### src/rtl/csr_pkg.sv
// Shared definitions for the machine-mode trap CSR file: CSR addresses,
// mstatus bit positions, interrupt cause codes and the trap sequencer states.
package csr_pkg;

    localparam logic [11:0] CSR_MSTATUS  = 12'h300;
    localparam logic [11:0] CSR_MIE      = 12'h304;
    localparam logic [11:0] CSR_MTVEC    = 12'h305;
    localparam logic [11:0] CSR_MSCRATCH = 12'h340;
    localparam logic [11:0] CSR_MEPC     = 12'h341;
    localparam logic [11:0] CSR_MCAUSE   = 12'h342;
    localparam logic [11:0] CSR_MIP      = 12'h344;

    localparam int MSTATUS_MIE  = 3;
    localparam int MSTATUS_MPIE = 7;

    // Interrupt codes double as the bit positions in mip/mie.
    localparam logic [3:0] INT_CODE_SOFT  = 4'd3;
    localparam logic [3:0] INT_CODE_TIMER = 4'd7;
    localparam logic [3:0] INT_CODE_EXT   = 4'd11;

    localparam logic [31:0] MIE_MASK = 32'h0000_0888;

    typedef enum logic [1:0] {
        ST_IDLE,
        ST_REDIRECT,
        ST_SETTLE
    } trap_state_e;

endpackage

### src/rtl/trap_int_sel.sv
// Fixed-priority interrupt select: external > software > timer.
module trap_int_sel
    import csr_pkg::*;
(
    input  logic [31:0] mip_i,
    input  logic [31:0] mie_i,
    output logic        int_en_o,
    output logic [3:0]  int_code_o
);

    logic [31:0] pend;
    logic        unused_pend;

    assign pend        = mip_i & mie_i;
    assign unused_pend = ^{pend[31:12], pend[10:8], pend[6:4], pend[2:0]};

    // NOTE: every output of a combinational block gets a default first so no latch is inferred.
    always_comb begin
        int_en_o   = 1'b0;
        int_code_o = 4'd0;
        if (pend[INT_CODE_EXT]) begin
            int_en_o   = 1'b1;
            int_code_o = INT_CODE_EXT;
        end else if (pend[INT_CODE_SOFT]) begin
            int_en_o   = 1'b1;
            int_code_o = INT_CODE_SOFT;
        end else if (pend[INT_CODE_TIMER]) begin
            int_en_o   = 1'b1;
            int_code_o = INT_CODE_TIMER;
        end
    end

endmodule

### src/rtl/trap_csr.sv
// Machine-mode trap CSR file and trap/mret sequencer driving pipeline flush
// and redirect for the upstream trap unit.
module trap_csr
    import csr_pkg::*;
#(
    parameter logic [31:0] RESET_VEC     = 32'h0000_0000,
    parameter int unsigned SETTLE_CYCLES = 2
) (
    input  logic        CLK,
    input  logic        RST,
    input  logic        MMU_WAIT,
    input  logic        TRAP_EN,
    input  logic [31:0] TRAP_CODE,
    input  logic [31:0] TRAP_PC,
    input  logic [31:0] TRAP_JMP_TO,
    input  logic        EXC_EN,
    input  logic        MRET_EN,
    input  logic        INT_EXT,
    input  logic        INT_TIMER,
    input  logic        INT_SOFT,
    input  logic        CSR_WR_EN,
    input  logic [11:0] CSR_WR_ADDR,
    input  logic [31:0] CSR_WR_DATA,
    input  logic        CSR_RD_EN,
    input  logic [11:0] CSR_RD_ADDR,
    output logic [31:0] CSR_RD_DATA,
    output logic        CSR_RD_VALID,
    output logic        INT_ALLOW,
    output logic        INT_EN,
    output logic [3:0]  INT_CODE,
    output logic [1:0]  TRAP_VEC_MODE,
    output logic [31:0] TRAP_VEC_BASE,
    output logic        FLUSH,
    output logic        NEW_PC_EN,
    output logic [31:0] NEW_PC
);

    localparam int unsigned CNT_W = (SETTLE_CYCLES < 2) ? 1 : $clog2(SETTLE_CYCLES + 1);

    trap_state_e state_q, state_d;
    logic [CNT_W-1:0] cnt_q, cnt_d;
    logic [31:0] new_pc_q, new_pc_d;
    logic [31:0] mepc_q, mepc_d;
    logic [31:0] mcause_q, mcause_d;
    logic [31:0] mie_q, mie_d;
    logic [31:0] mtvec_q, mtvec_d;
    logic [31:0] mscratch_q, mscratch_d;
    logic        st_mie_q, st_mie_d;
    logic        st_mpie_q, st_mpie_d;
    logic        exc_q, exc_d;
    logic [31:0] rd_data_q, rd_data_d;
    logic        rd_valid_q, rd_valid_d;

    logic [31:0] mstatus;
    logic [31:0] mip;
    logic [31:0] rd_mux;
    logic        unused_code;

    assign unused_code = ^TRAP_CODE[31:4];

    always_comb begin
        mstatus               = '0;
        mstatus[MSTATUS_MIE]  = st_mie_q;
        mstatus[MSTATUS_MPIE] = st_mpie_q;
        mip                   = '0;
        mip[INT_CODE_EXT]     = INT_EXT;
        mip[INT_CODE_TIMER]   = INT_TIMER;
        mip[INT_CODE_SOFT]    = INT_SOFT;
    end

    always_comb begin
        rd_mux = '0;
        case (CSR_RD_ADDR)
            CSR_MSTATUS:  rd_mux = mstatus;
            CSR_MIE:      rd_mux = mie_q;
            CSR_MTVEC:    rd_mux = mtvec_q;
            CSR_MSCRATCH: rd_mux = mscratch_q;
            CSR_MEPC:     rd_mux = mepc_q;
            CSR_MCAUSE:   rd_mux = mcause_q;
            CSR_MIP:      rd_mux = mip;
            default:      rd_mux = '0;
        endcase
    end

    trap_int_sel u_int_sel (
        .mip_i      (mip),
        .mie_i      (mie_q),
        .int_en_o   (INT_EN),
        .int_code_o (INT_CODE)
    );

    assign TRAP_VEC_BASE = {mtvec_q[31:2], 2'b00};
    assign TRAP_VEC_MODE = mtvec_q[1:0];
    assign INT_ALLOW     = st_mie_q && (state_q == ST_IDLE);
    assign FLUSH         = (state_q == ST_REDIRECT) && !MMU_WAIT;
    assign NEW_PC_EN     = FLUSH;
    assign NEW_PC        = new_pc_q;
    assign CSR_RD_DATA   = rd_data_q;
    assign CSR_RD_VALID  = rd_valid_q;

    always_comb begin
        state_d    = state_q;
        cnt_d      = cnt_q;
        new_pc_d   = new_pc_q;
        mepc_d     = mepc_q;
        mcause_d   = mcause_q;
        mie_d      = mie_q;
        mtvec_d    = mtvec_q;
        mscratch_d = mscratch_q;
        st_mie_d   = st_mie_q;
        st_mpie_d  = st_mpie_q;
        exc_d      = exc_q;
        rd_data_d  = rd_data_q;
        rd_valid_d = rd_valid_q;

        if (!MMU_WAIT) begin
            exc_d      = FLUSH ? 1'b0 : EXC_EN;
            rd_valid_d = CSR_RD_EN;
            if (CSR_RD_EN) rd_data_d = rd_mux;

            if (CSR_WR_EN) begin
                case (CSR_WR_ADDR)
                    CSR_MSTATUS: begin
                        st_mie_d  = CSR_WR_DATA[MSTATUS_MIE];
                        st_mpie_d = CSR_WR_DATA[MSTATUS_MPIE];
                    end
                    CSR_MIE:      mie_d      = CSR_WR_DATA & MIE_MASK;
                    CSR_MTVEC:    mtvec_d    = CSR_WR_DATA & ~32'h2;
                    CSR_MSCRATCH: mscratch_d = CSR_WR_DATA;
                    CSR_MEPC:     mepc_d     = CSR_WR_DATA & ~32'h3;
                    CSR_MCAUSE:   mcause_d   = CSR_WR_DATA;
                    default: ;
                endcase
            end

            // Trap/mret commits come after the CSR write so they override it.
            case (state_q)
                ST_IDLE: begin
                    if (TRAP_EN) begin
                        mepc_d    = TRAP_PC & ~32'h3;
                        mcause_d  = {~exc_q, 27'b0, TRAP_CODE[3:0]};
                        st_mpie_d = st_mie_q;
                        st_mie_d  = 1'b0;
                        new_pc_d  = TRAP_JMP_TO;
                        state_d   = ST_REDIRECT;
                    end else if (MRET_EN) begin
                        st_mie_d  = st_mpie_q;
                        st_mpie_d = 1'b1;
                        new_pc_d  = mepc_q;
                        state_d   = ST_REDIRECT;
                    end
                end
                ST_REDIRECT: begin
                    cnt_d   = CNT_W'(SETTLE_CYCLES);
                    state_d = ST_SETTLE;
                end
                ST_SETTLE: begin
                    if (cnt_q <= CNT_W'(1)) begin
                        cnt_d   = '0;
                        state_d = ST_IDLE;
                    end else begin
                        cnt_d = cnt_q - CNT_W'(1);
                    end
                end
                default: state_d = ST_IDLE;
            endcase
        end
    end

    // NOTE: sequential state uses non-blocking assignments so every flop samples pre-edge values.
    always_ff @(posedge CLK) begin
        if (RST) begin
            state_q    <= ST_IDLE;
            cnt_q      <= '0;
            new_pc_q   <= '0;
            mepc_q     <= '0;
            mcause_q   <= '0;
            mie_q      <= '0;
            mtvec_q    <= RESET_VEC;
            mscratch_q <= '0;
            st_mie_q   <= 1'b0;
            st_mpie_q  <= 1'b0;
            exc_q      <= 1'b0;
            rd_data_q  <= '0;
            rd_valid_q <= 1'b0;
        end else begin
            state_q    <= state_d;
            cnt_q      <= cnt_d;
            new_pc_q   <= new_pc_d;
            mepc_q     <= mepc_d;
            mcause_q   <= mcause_d;
            mie_q      <= mie_d;
            mtvec_q    <= mtvec_d;
            mscratch_q <= mscratch_d;
            st_mie_q   <= st_mie_d;
            st_mpie_q  <= st_mpie_d;
            exc_q      <= exc_d;
            rd_data_q  <= rd_data_d;
            rd_valid_q <= rd_valid_d;
        end
    end

endmodule

### config.mk
export PLATFORM = sky130hd
export DESIGN_NAME = trap_csr
export DESIGN_NICKNAME = d
export VERILOG_FILES = /design/src/rtl/csr_pkg.sv /design/src/rtl/trap_int_sel.sv /design/src/rtl/trap_csr.sv
export SDC_FILE = /design/constraint.sdc
export NUM_CORES = 1
export LEC_CHECK = 0
export ABC_CLOCK_PERIOD_IN_PS = 2020
export CAP_MARGIN = 20
export CORE_UTILIZATION = 43
export CTS_CLUSTER_DIAMETER = 30
export DETAILED_ROUTE_END_ITERATION = 6
export PLACE_DENSITY = 0.79
export SETUP_SLACK_MARGIN = 0.4
export SKIP_LAST_GASP = 1
export SLEW_MARGIN = 10
export SYNTH_ARGS = -nofsm -noshare
export SYNTH_HDL_FRONTEND = slang
export SYNTH_HIERARCHICAL = 1
export SYNTH_SLANG_ARGS = --single-unit
### constraint.sdc
create_clock -name CLK -period 2.02 [get_ports CLK]
set_clock_uncertainty 0.05 [all_clocks]
set_input_delay 0.303 -clock CLK [delete_from_list [all_inputs] [get_ports CLK]]
set_output_delay 0.303 -clock CLK [all_outputs]
set_load 0.05 [all_outputs]
==> results of run 1 <==
[metrics by stage]
stage / area, um2 / worst slack, ns / util, %
global placement: 12180 / -0.4625 / 59.98
floorplan: 9143 / 0.03984 / -
detailed placement: 12180 / -0.5284 / 59.98
finish: 14410 / 0.2463 / 70.96
global route: 14410 / 0.2194 / 70.96
CTS: 14160 / 0.2619 / 69.74
[area by class of cell]
| cell class | instances | area, um2 | share of cell area [%] |
|---|---|---|---|
| Clock buffer | 53 | 1131 | 7.852 |
| Sequential cell | 202 | 4050 | 28.12 |
| Multi-Input combinational cell | 746 | 4886 | 33.92 |
| Clock inverter | 19 | 244.0 | 1.694 |
| Tap cell | 270 | 337.8 | 2.345 |
| Inverter | 3 | 16.27 | 0.1129 |
| Timing Repair Buffer | 353 | 3740 | 25.96 |
[critical path: cells and delay by family, from the launching register on]
| family | cells | cell delay, ns |
|---|---|---|
| adder cells (fa/ha/maj) | 1 | 0.17 |
| flip-flops | 1 | 0.39 |
| AND/OR/NAND/NOR | 1 | 0.15 |
| buffers and inverters | 2 | 0.19 |
[timing repair]
| item | in CTS | in global routing |
|---|---|---|
| resized for setup | 391 | 108 |
| setup endpoints to repair | 258 | 171 |
| setup buffers | 20 | 8 |
| pin swaps | 31 | 41 |
| gates cloned | 8 | 5 |
[power groups by stage]
stage               sequential [mW]  clock [mW]  combinational, mW
floorplan                      4.47           0              0.517
global placement               4.28           0               1.36
detailed placement             4.29           0               1.38
CTS                            4.22        6.74               1.47
global route                   4.23        6.97               1.69
finish                         4.22        6.73               1.62
[layer usage]
metal,vias to the layer above,global-route usage (%),routed length [um]
li1,4305,-,-
met2,614,49.79,16640
met1,4529,38.55,13780
met3,109,6.625,3388
met4,0,13.54,1263
met5,-,0,0
[cells by family after synthesis]
logic type,count (synthesis)
other cells,1
buf+inv,97
simple gates,399
compound gates,258
flops,202
mux,82
fa+ha+maj,4
[placed cells by master (no fill, tap or decap), drive strengths merged, types with 10 or more instances in the layout]
| cell | Yosys | routed |
|---|---|---|
| o221a | 27 | 27 |
| a21oi | 81 | 81 |
| a211oi | 40 | 40 |
| or2 | 10 | 10 |
| clkdlybuf4s50 | 0 | 110 |
| o21ai | 30 | 30 |
| nor2 | 159 | 159 |
| clkbuf | 67 | 66 |
| mux2i | 75 | 75 |
| nand2 | 173 | 173 |
| clkdlybuf4s15 | 0 | 51 |
| dfxtp | 202 | 202 |
| a221oi | 28 | 28 |
| buf | 27 | 166 |
| a22oi | 31 | 31 |
[registers in the layout, indices dropped and copies added (netlist names)]
signal        cells
exc_q             1
mtvec_q          31
state_q           2
cnt_q             2
NEW_PC           32
CSR_RD_VALID      1
st_mie_q          1
mcause_q         32
st_mpie_q         1
CSR_RD_DATA      32
mepc_q           32
mie_q             3
mscratch_q       32
[how the worst max path moves through the flow]
stage | from | end | slack, ns | cells past startpoint
floorplan | CSR_RD_ADDR[6] | CSR_RD_DATA[30]$_SDFFE_PP0P_ | 0.04 | 7
global placement | CSR_RD_ADDR[8] | CSR_RD_DATA[21]$_SDFFE_PP0P_ | -0.46 | 7
detailed placement | CSR_RD_ADDR[8] | CSR_RD_DATA[26]$_SDFFE_PP0P_ | -0.53 | 7
CTS | mie_q[11]$_SDFFE_PP0P_ | INT_CODE[2] | 0.26 | 3
global route | state_q[0]$_SDFFE_PP0P_ | INT_ALLOW | 0.22 | 4
finish | state_q[0]$_SDFFE_PP0P_ | INT_ALLOW | 0.25 | 4
==> impl_metrics.ini, run 1 <==
[route]
vias_per_cell = 5.806
wirelength_um = 35070
drc = 0
drtPass1Iterations = 5
first_iter_violations = 956
wl_per_cell_um = 21.31
vias = 9557
final_antenna_net_count = 0

[power_and_ir_drop]
power.leakage_nw = 5.760
pwr-share-comb_pct = 12.9
p_clk_share_pct = 53.5
vdd_drop_max_uv = 688.4
intPower_mw = 9.430
p_seq_share_pct = 33.6
p_per_area_mw_per_mm2 = 872.7
power_mw = 12.57
p_sw_mw = 3.141
swShare_pct = 24.99

[synthesis]
synth_top_area_share_pct = 45.23
synthFlopType = dfxtp_1
synthAdderAreaFrac_pct = 0.5598
synth_top_area_cell = dfxtp_1
synth_xor_area_share_pct = 0
synth-seq-area-share_pct = 45.23
synthesis.area_mm2 = 0.008941
synth_commonest_cells = 202 x dfxtp_1, 173 x nand2_1, 158 x nor2_1
synth_warnings = 6
synth_compound_gate_area_share_pct = 20.96
ys_seq_elements = 202
synth_edf_count = 0
synth.distinct_cells = 56
ys_top_cells_by_area = dfxtp_1 45%, mux2i_1 8.4%, nand2_1 7.3%, nor2_1 6.6%, a21oi_1 4.5%
netlist_instances = 1043
synth_top_family_by_area = compound AO/OA/AOI/OAI gates
avgSynthCellArea_um2 = 8.572
synthSimpleGateAreaFrac_pct = 19.31
yosysMostFrequentCell = dfxtp_1
asyncSetResetFlopFracSynth_pct = 0
synth_mux_area_share_pct = 9.278

[placed_design]
gp_congestion = 0.8906
place_hpwl_um = 21190
portBuffers = 236
place_inst = 1533

[cts]
cts_buffer_depth = 3
ctsHtreeMaxLevel = 2
numCtsBuffers = 40
cts_tree = done
cts_sinks = 202
holdBufCountCts = 0
clk_latency_ns = 0.51
clk_pin_slew_ns = 0.05
root_buffer = clkbuf_16

[setup_path]
critPathKind = flip-flop to primary output
r2r_start = state_q[0]$_SDFFE_PP0P_
critPathMaxFanout = 5
worstReg2RegEnd = mepc_q[22]$_SDFFE_PP0N_
critPathMaxStageDelay_ns = 0.39
crit_chain = inv_4, ha_4, and2_4, buf_12
ff2ff_setup_slack_ns = 0.30
critPathSlowestCell = dfxtp_4
reg2reg_depth = 8
cp-end-kind = primary output
arrival_ns = 1.42
cp-start-kind = flip-flop
worstPathRequired_ns = 1.67

[die]
die_h_um = 146.2
die-width_um = 146.2
initial_core_util_pct = 44.05
pin_count = 270
core.rowCount = 52
die-area_mm2 = 0.02137
coreArea_mm2 = 0.02030

[sta]
hold_slack_ns = 0.2109
relSlewSlack_pct = 63.48
hold_viol = 0
drv_slew = 0
finalCritPeriodShare_pct = 87.81
fmax_ghz = 0.5638
rsz0062_at_grt = true
fin_tns_setup_ns = 0
setup_viol = 0
worst_pin_slew_ns = 0.5478
finalCriticalPeriod_ns = 1.774

[layout]
syn_to_final_growth_pct = 61.11
fillers = 1467
drive_gt1_share_pct = 28.85
diodes = 0
layout.cells.non_filler = 1646
fin_nets = 1513

[global_route]
grt_pass1_vias = 9410
grt_max_degree = 47
grt_use_total_pct = 30.48
grt-ovfl-total = 0
grt_pass1_wl_um = 51330
grt_antenna_before_repair = 0

[hold_path]
hold_depth = 3
min_from = TRAP_EN
min_to = NEW_PC[0]$_SDFFE_PP0P_
hold_path.class = primary input to flip-flop

[outcome]
status = complete, no violations

[run]
maxCapViolCount = 0
Power figures use the tool's default switching activity.
==> run 2: changes to the inputs <==
- ABC_CLOCK_PERIOD_IN_PS: 2020 -> 2250
- CORE_MARGIN: unset -> 5
- CORE_UTILIZATION: 43 -> 47
- PLACE_DENSITY: 0.79 -> 0.82
- clock period: 2.02 -> 2.25 ns (I/O delays scaled with it)
==> impl_metrics.ini, run 2 (synthesized netlist as in run 1, its figures left out) <==
[outcome]
status = complete, no violations

[power_and_ir_drop]
p_clk_share_pct = 55.0
power.leakage_nw = 5.627
intPower_mw = 8.416
p_seq_share_pct = 34.1
p_sw_mw = 2.671
swShare_pct = 24.09
power_mw = 11.09
vdd_drop_max_uv = 513.0
pwr-share-comb_pct = 10.9
p_per_area_mw_per_mm2 = 817.3

[layout]
seqCellArea_mm2 = 0.004046
drive_gt1_share_pct = 15.84
multi_input_area_mm2 = 0.004649
diodes = 0
fin_nets = 1469
final_cell_mix = 200 x dfxtp_1, 170 x nand2_1, 157 x nor2_1
final_common_cell = dfxtp_1
syn_to_final_growth_pct = 51.72
final_cell_area_mm2 = 0.01357
fillers = 1371

[setup_path]
cp-end-kind = primary output
cpLargestDelayFamily = buffers and inverters
path_buf_inv = 1
crit_chain = clkdlybuf4s15_1
critPathMaxStageDelay_ns = 0.53
worstPathRequired_ns = 1.86
critPathMaxFanout = 3
arrival_ns = 1.45
critPathKind = flip-flop to primary output
cp-start-kind = flip-flop
critPathSlowestCell = clkdlybuf4s15_1

[cts]
clk_pin_slew_ns = 0.05
ctsHtreeMaxLevel = 2
cts_buffer_depth = 3
root_buffer = clkbuf_16
cts_tree = done
cts_sinks = 202
numCtsBuffers = 40
holdBufCountCts = 0
clk_latency_ns = 0.50

[die]
die_h_um = 147.9
coreArea_mm2 = 0.01871
initial_core_util_pct = 47.80
pin_count = 270
die-width_um = 147.9
core.rowCount = 50
die-area_mm2 = 0.02188

[run]
maxCapViolCount = 0

[placed_design]
portBuffers = 236
dpl-instance-area_mm2 = 0.01200
pre_cts_ws_ns = -0.2785
gp_congestion = 0.9274
place_hpwl_um = 20850

[sta]
hold_viol = 0
rsz0062_at_grt = true
finalCritPeriodShare_pct = 81.50
drv_slew = 0
fmax_ghz = 0.5453
worst_pin_slew_ns = 0.6358
worst_slack_ns = 0.4163
relSlewSlack_pct = 57.61
finalCriticalPeriod_ns = 1.834
setup_viol = 0
fin_tns_setup_ns = 0

[global_route]
grtUsageMet2_pct = 45.68
top_usage_layer = met2
grt_use_total_pct = 27.60
grt_pass1_vias = 9210
grt_max_degree = 48
grt_antenna_before_repair = 1
grt_pass1_wl_um = 48670
grt-ovfl-total = 0
met1_usage_pct = 34.22
grt_use_met3_pct = 7.572

[route]
drtPass1Iterations = 7
vias_per_cell = 5.789
drc = 0
first_iter_violations = 569
wl_per_cell_um = 20.53
final_antenna_net_count = 0
vias = 9066
wirelength_um = 32150

[hold_path]
hold_path.class = primary input to flip-flop
## run 2: timing repair
item / 4_1_cts / 5_1_grt
setup endpoints to repair: 161 / 143
gates cloned: 0 / 5
resized for setup: 114 / 39
pin swaps: 6 / 25
buffers inserted: 0 / 3
## run 2: worst paths after layout
path	startpoint	endpoint	slack (ns)	depth (start not counted)
setup / recovery	mtvec_q[11]$_SDFFE_PP0P_	TRAP_VEC_BASE[11]	0.42	1
hold / removal	RST	mtvec_q[29]$_SDFFE_PP0P_	0.27	2
setup reg to reg	state_q[0]$_SDFFE_PP0P_	mepc_q[9]$_SDFFE_PP0N_	0.48	8
hold reg to reg	CSR_RD_DATA[13]$_SDFFE_PP0P_	CSR_RD_DATA[13]$_SDFFE_PP0P_	0.39	2
## run 2: through the flow
stage	cells	hold slack [ns]	utilization [%]
after CTS	1558	0.2623	71.16
after floorplan	1045	0.3838	-
after detailed placement	1486	0.3940	64.16
after global placement	1486	0.3860	64.16
after global routing	1566	0.2859	72.52
final	1566	0.2745	72.52
## run 2: area by class of cell
| class | count | share of cell area, % |
|---|---|---|
| repair buffers | 309 | 23.35 |
| well taps | 234 | 2.158 |
| clock inverters | 18 | 1.937 |
| multi-input cells | 746 | 34.27 |
| inverters | 3 | 0.08301 |
| flip-flops and latches | 202 | 29.83 |
| clock buffers | 54 | 8.366 |
## run 2: power groups by stage
stage | sequential, mW | clock, mW | combinational (mW)
2_1_floorplan | 4.01 | 0 | 0.459
3_3_place_gp | 3.84 | 0 | 1.20
3_5_place_dp | 3.85 | 0 | 1.21
4_1_cts | 3.78 | 6.14 | 1.19
5_1_grt | 3.79 | 6.32 | 1.28
6_report | 3.78 | 6.10 | 1.21
## run 2: per-layer routing
metal | share of wire [%] | vias up
li1 | - | 4217
met1 | 41 | 4348
met2 | 47 | 411
met3 | 9.3 | 88
met4 | 3.2 | 2
met5 | 0.040 | -
## run 2: worst register-to-register path, cell delays in order, from the launching register on
cell and delay [ns]:
dfxtp_2 0.38, inv_2 0.07, ha_4 0.18, nand2_1 0.11, buf_6 0.18, nand4_1 0.13
buf_6 0.16, buf_12 0.16, o221a_1 0.25
